==> src/rtl/ssp_clk_div.sv <==
`default_nettype none
// ============================================================================
//  Module   : ssp_clk_div
//  Purpose  : Programmable SSP serial-clock divider. Produces a registered,
//             glitch-free SSPCLK from PCLK with a half period of (div+1) PCLK
//             cycles, plus single-cycle rise/fall strobes aligned to SSPCLK.
//             Divisor updates are double-buffered and only take effect while
//             stopped or at a period boundary, so no runt pulse is produced.
//  Ports    : PCLK         in   sole clock, rising edge
//             CLEAR_B      in   synchronous active-low reset
//             EN           in   1 = run, 0 = stop at idle level
//             CPOL         in   idle level of SSPCLK (sampled while stopped)
//             DIV_IN       in   new half-period divisor
//             DIV_LD       in   one-cycle strobe capturing DIV_IN
//             SSPCLK       out  divided clock
//             SSPCLK_RISE  out  first PCLK cycle with SSPCLK newly high
//             SSPCLK_FALL  out  first PCLK cycle with SSPCLK newly low
//             RUNNING      out  divider active
//             BUSY         out  loaded divisor not yet applied
//  Revision : 1.0  initial release
// ============================================================================
module ssp_clk_div #(
  parameter int DIV_W     = 8,
  parameter int RESET_DIV = 0
) (
  input  logic             PCLK,
  input  logic             CLEAR_B,
  input  logic             EN,
  input  logic             CPOL,
  input  logic [DIV_W-1:0] DIV_IN,
  input  logic             DIV_LD,
  output logic             SSPCLK,
  output logic             SSPCLK_RISE,
  output logic             SSPCLK_FALL,
  output logic             RUNNING,
  output logic             BUSY
);

  localparam logic [DIV_W-1:0] C_RESET_DIV = DIV_W'(RESET_DIV);

  logic             run_q,  run_d;
  logic [DIV_W-1:0] cnt_q,  cnt_d;
  logic [DIV_W-1:0] div_q,  div_d;
  logic [DIV_W-1:0] divs_q, divs_d;
  logic             pend_q, pend_d;
  logic             clk_q,  clk_d;
  logic             pol_q,  pol_d;
  logic             rise_q, rise_d;
  logic             fall_q, fall_d;
  logic             w_wrap;

  // Counter compare; equality (not overflow) keeps all-ones divisors safe.
  assign w_wrap = (cnt_q == div_q);

  always_comb begin
    run_d  = run_q;
    cnt_d  = cnt_q;
    div_d  = div_q;
    divs_d = divs_q;
    pend_d = pend_q;
    clk_d  = clk_q;
    pol_d  = pol_q;
    rise_d = 1'b0;
    fall_d = 1'b0;

    if (!run_q) begin
      // Stopped: track idle level, hold counter cleared.
      clk_d = CPOL;
      pol_d = CPOL;
      cnt_d = '0;
      if (EN) begin
        run_d = 1'b1;
      end
      // A load landing this same cycle supersedes the pending value and
      // defers application by one cycle.
      if (pend_q && !DIV_LD) begin
        div_d  = divs_q;
        pend_d = 1'b0;
      end
    end else begin
      // pol_q (latched at start) is the idle reference while running, so
      // CPOL changes mid-run have no effect.
      if (!EN && (clk_q == pol_q)) begin
        run_d = 1'b0;
        cnt_d = '0;
      end else if (w_wrap) begin
        cnt_d  = '0;
        clk_d  = ~clk_q;
        rise_d = ~clk_q;
        fall_d = clk_q;
        // Toggle back to idle marks the period boundary: the only point
        // where a stop may complete or a new divisor may take effect.
        if (clk_q != pol_q) begin
          if (!EN) begin
            run_d = 1'b0;
          end
          if (pend_q && !DIV_LD) begin
            div_d  = divs_q;
            pend_d = 1'b0;
          end
        end
      end else begin
        cnt_d = cnt_q + 1'b1;
      end
    end

    if (DIV_LD) begin
      divs_d = DIV_IN;
      pend_d = 1'b1;
    end
  end

  always_ff @(posedge PCLK) begin
    if (!CLEAR_B) begin
      run_q  <= 1'b0;
      cnt_q  <= '0;
      div_q  <= C_RESET_DIV;
      divs_q <= C_RESET_DIV;
      pend_q <= 1'b0;
      clk_q  <= 1'b0;
      pol_q  <= 1'b0;
      rise_q <= 1'b0;
      fall_q <= 1'b0;
    end else begin
      run_q  <= run_d;
      cnt_q  <= cnt_d;
      div_q  <= div_d;
      divs_q <= divs_d;
      pend_q <= pend_d;
      clk_q  <= clk_d;
      pol_q  <= pol_d;
      rise_q <= rise_d;
      fall_q <= fall_d;
    end
  end

  assign SSPCLK      = clk_q;
  assign SSPCLK_RISE = rise_q;
  assign SSPCLK_FALL = fall_q;
  assign RUNNING     = run_q;
  assign BUSY        = pend_q;

endmodule
`default_nettype wire

==> config.mk <==
export PLATFORM = sky130hd
export DESIGN_NAME = ssp_clk_div
export DESIGN_NICKNAME = d
export VERILOG_FILES = /design/src/rtl/ssp_clk_div.sv
export SDC_FILE = /design/constraint.sdc
export NUM_CORES = 1
export LEC_CHECK = 0
export ABC_CLOCK_PERIOD_IN_PS = 2000
export BUFFER_PORTS_ARGS = -buffer_cell sky130_fd_sc_hd__buf_2
export CORE_ASPECT_RATIO = 0.7
export CORE_MARGIN = 2
export CORE_UTILIZATION = 37
export CTS_CLUSTER_DIAMETER = 200
export DETAILED_ROUTE_END_ITERATION = 10
export HOLD_SLACK_MARGIN = 0.1
export SYNTH_ARGS = -nofsm -noshare
export SYNTH_HDL_FRONTEND = slang
export SYNTH_SLANG_ARGS = --single-unit
==> constraint.sdc <==
create_clock -name PCLK -period 2 [get_ports PCLK]
set_input_delay 0.1 -clock PCLK [delete_from_list [all_inputs] [get_ports PCLK]]
set_output_delay 0.1 -clock PCLK [all_outputs]
set_load 0.02 [all_outputs]
==> impl_metrics.json <==
{
  "status": "complete, no violations",
  "synth_cell_types": 29,
  "grt_use_total_pct": 16.54,
  "maxCapViolCount": 0,
  "grt_max_degree": 19,
  "drive_above_1_share_pct": 15.96,
  "first_iter_violations": 76,
  "slew_headroom_pct": 59.97,
  "synth-seq-cells": 30,
  "rsz0062_at_grt": "false",
  "via_count": 1265,
  "met2_usage_pct": 24.38,
  "grt_pass1_vias": 1262,
  "syn_area_mm2": 0.001414,
  "end_kind": "register",
  "path_clk_slew_ns": 0.06,
  "cts_tree": "yes",
  "holdCritPathClass": "primary input to register",
  "cp-start-kind": "register",
  "grt_use_met1_pct": 21.26,
  "io_buffers": 17,
  "cts-root-buf": "clkbuf_8",
  "synth_ff_type": "dfxtp_1",
  "core_area_mm2": 0.003581,
  "htree_levels": 2,
  "power_leakage_nw": 0.7013,
  "ys_warn_count": 0,
  "grt-busiest-layer": "met2",
  "final.period_utilization_pct": 86.06,
  "critPathKind": "register to register",
  "grt_util_met3_pct": 5.032,
  "synth-xor-area-share_pct": 9.292,
  "final_max_slew_viol_count": 0,
  "dp_hpwl_um": 2277,
  "cts_resized": 0,
  "yosys.area_share.simple_pct": 22.21,
  "synth_fp_nets": 174,
  "grt_overflow": 0,
  "post_synth_mux_area_share_pct": 6.372,
  "clock-sinks": 30,
  "async_flop_share_pct": 0,
  "start_util_pct": 39.48,
  "worstPathMaxFanout": 16,
  "drtPass1Iterations": 4,
  "postRouteWirelength_um": 3299,
  "seq_area_um2": 600.6,
  "tns_ns": 0,
  "ant_nets": 0,
  "n_antenna_cell": 0,
  "multiInputGateArea_um2": 762.0,
  "clock_latency_ns": 0.29,
  "whs_ns": 0.2448,
  "powerDensity_mw_per_mm2": 768.9,
  "skew_ns": 0.007210,
  "grt_first_pass_wirelength_um": 5637,
  "synth_top_family_by_area": "simple AND/OR/NAND/NOR gates",
  "setup_viol": 0,
  "reg.largest.list": "cnt_q (8), div_q (8), divs_q (8)",
  "crit_required_ns": 2.15,
  "clockBufferDepth": 2,
  "fill_cells": 344,
  "ys_seq_area_share_pct": 42.48,
  "cp.arrival_ns": 1.87,
  "syn_avg_cell_area_um2": 8.837,
  "synth_compound_area_share_pct": 15.13,
  "post_drt_wl_per_cell_um": 13.86,
  "die_y_um": 55.72,
  "die_w_um": 77.89,
  "fmaxAchievable_mhz": 581.0,
  "pin_count": 18,
  "fin_crit_ns": 1.721,
  "drc": 0,
  "synth_fa_ha_area_share_pct": 0.8850,
  "synth_edf_count": 0,
  "finalHoldViolations": 0,
  "rows": 18,
  "tightest_slew_ns": 0.6005,
  "grt_antenna_before_repair": 0,
  "synthCells": 160,
  "place.gp.congestion": 0.7742,
  "die_area_mm2": 0.004340,
  "via_per_inst": 5.315,
  "area_growth_pct": 21.95,
  "ir_drop_mv": 0.3421,
  "fin_nets": 201,
  "cts_buffers": 5
}
==> routing by layer <==
layer | vias to the layer above | share of wire (%)
li1 | 621 | -
met1 | 599 | 51
met2 | 35 | 42
met3 | 10 | 4.2
met4 | 0 | 2.6
met5 | - | 0
==> cell usage after synthesis, types with 2 or more instances <==
library cell  instances  share of area (%)
o311ai_2              2                2.3
clkbuf_1              6                1.6
xor2_1                4                2.5
and4_1                3                1.9
and3_1               11                4.9
o21ai_0               9                3.2
dfxtp_1              30                 42
inv_1                 2               0.53
buf_2                 2               0.71
nor2_1               25                6.6
nand2_1              10                2.7
o311ai_1              6                3.7
nand4_1               2               0.88
nand3_1               4                1.4
nor4_1                2               0.88
a21oi_1               9                3.2
or3b_1                2                1.2
xnor2_1              11                6.8
a21oi_2               2                1.2
mux2i_1               9                6.4
==> kinds of logic after synthesis <==
group | Yosys count
simple gates | 63
compound gates | 31
flops | 30
xor+xnor | 15
buf+inv | 11
mux | 9
fa+ha+maj | 1
==> final timing paths <==
check	slack (ns)	to	cells after the start	from
setup / recovery	0.28	div_q[0]	4	SSPCLK
hold reg to reg	0.49	cnt_q[0]	1	cnt_q[0]
setup reg to reg	0.28	div_q[0]	4	SSPCLK
hold / removal	0.24	SSPCLK_RISE	3	CLEAR_B
==> placed cells by master (no fill, tap or decap), types with 2 or more instances in the layout <==
master,count
a21oi_1,9
a21oi_2,2
and3_1,11
and4_1,3
buf_2,17
buf_4,2
clkbuf_8,6
dfxtp_1,30
dlygate4sd3_1,10
inv_1,2
mux2i_1,9
nand2_1,10
nand3_1,4
nand4_1,2
nor2_1,25
nor4_1,2
o21ai_0,9
o311ai_1,6
o311ai_2,2
or3b_1,2
xnor2_1,11
xor2_1,4
==> report_power, final <==
| group | switching, mW | leakage (nW) | internal, mW | total [mW] |
|---|---|---|---|---|
| clock network | 0.236 | 0.0482 | 0.277 | 0.513 |
| logic | 0.105 | 0.408 | 0.0700 | 0.175 |
| registers | 0.0176 | 0.245 | 0.620 | 0.638 |
| total | 0.358 | 0.701 | 0.967 | 1.33 |
==> final cells by class <==
cell class | instances | share of cell area [%]
clock buffer | 7 | 5.007
clock inverter | 1 | 0.2903
inverter | 2 | 0.4354
multi-input combinational | 119 | 44.19
sequential | 30 | 34.83
tap | 50 | 3.628
timing repair buffer | 29 | 11.61
==> worst max-delay path: stages (launching register included) <==
cell and delay [ns]:
dfxtp_1 0.42, xnor2_1 0.16, or3b_1 0.65, a21oi_1 0.24
o311ai_1 0.11
==> repair_timing <==
item	in CTS	in global routing
setup buffers	0	0
hold endpoints to repair	10	0
hold buffers	10	0
==> metrics by stage <==
stage	setup WS [ns]	area [um^2]	utilization, %	instances	power (mW)
after floorplan	0.3475	1414	-	160	0.7547
after global placement	0.4045	1533	42.80	220	0.8027
after detailed placement	0.2986	1533	42.80	220	0.8098
after CTS	0.2797	1724	48.15	238	1.333
after global routing	0.1480	1724	48.15	238	1.385
final	0.2787	1724	48.15	238	1.326
No activity file was read; power rests on OpenSTA's default activity.
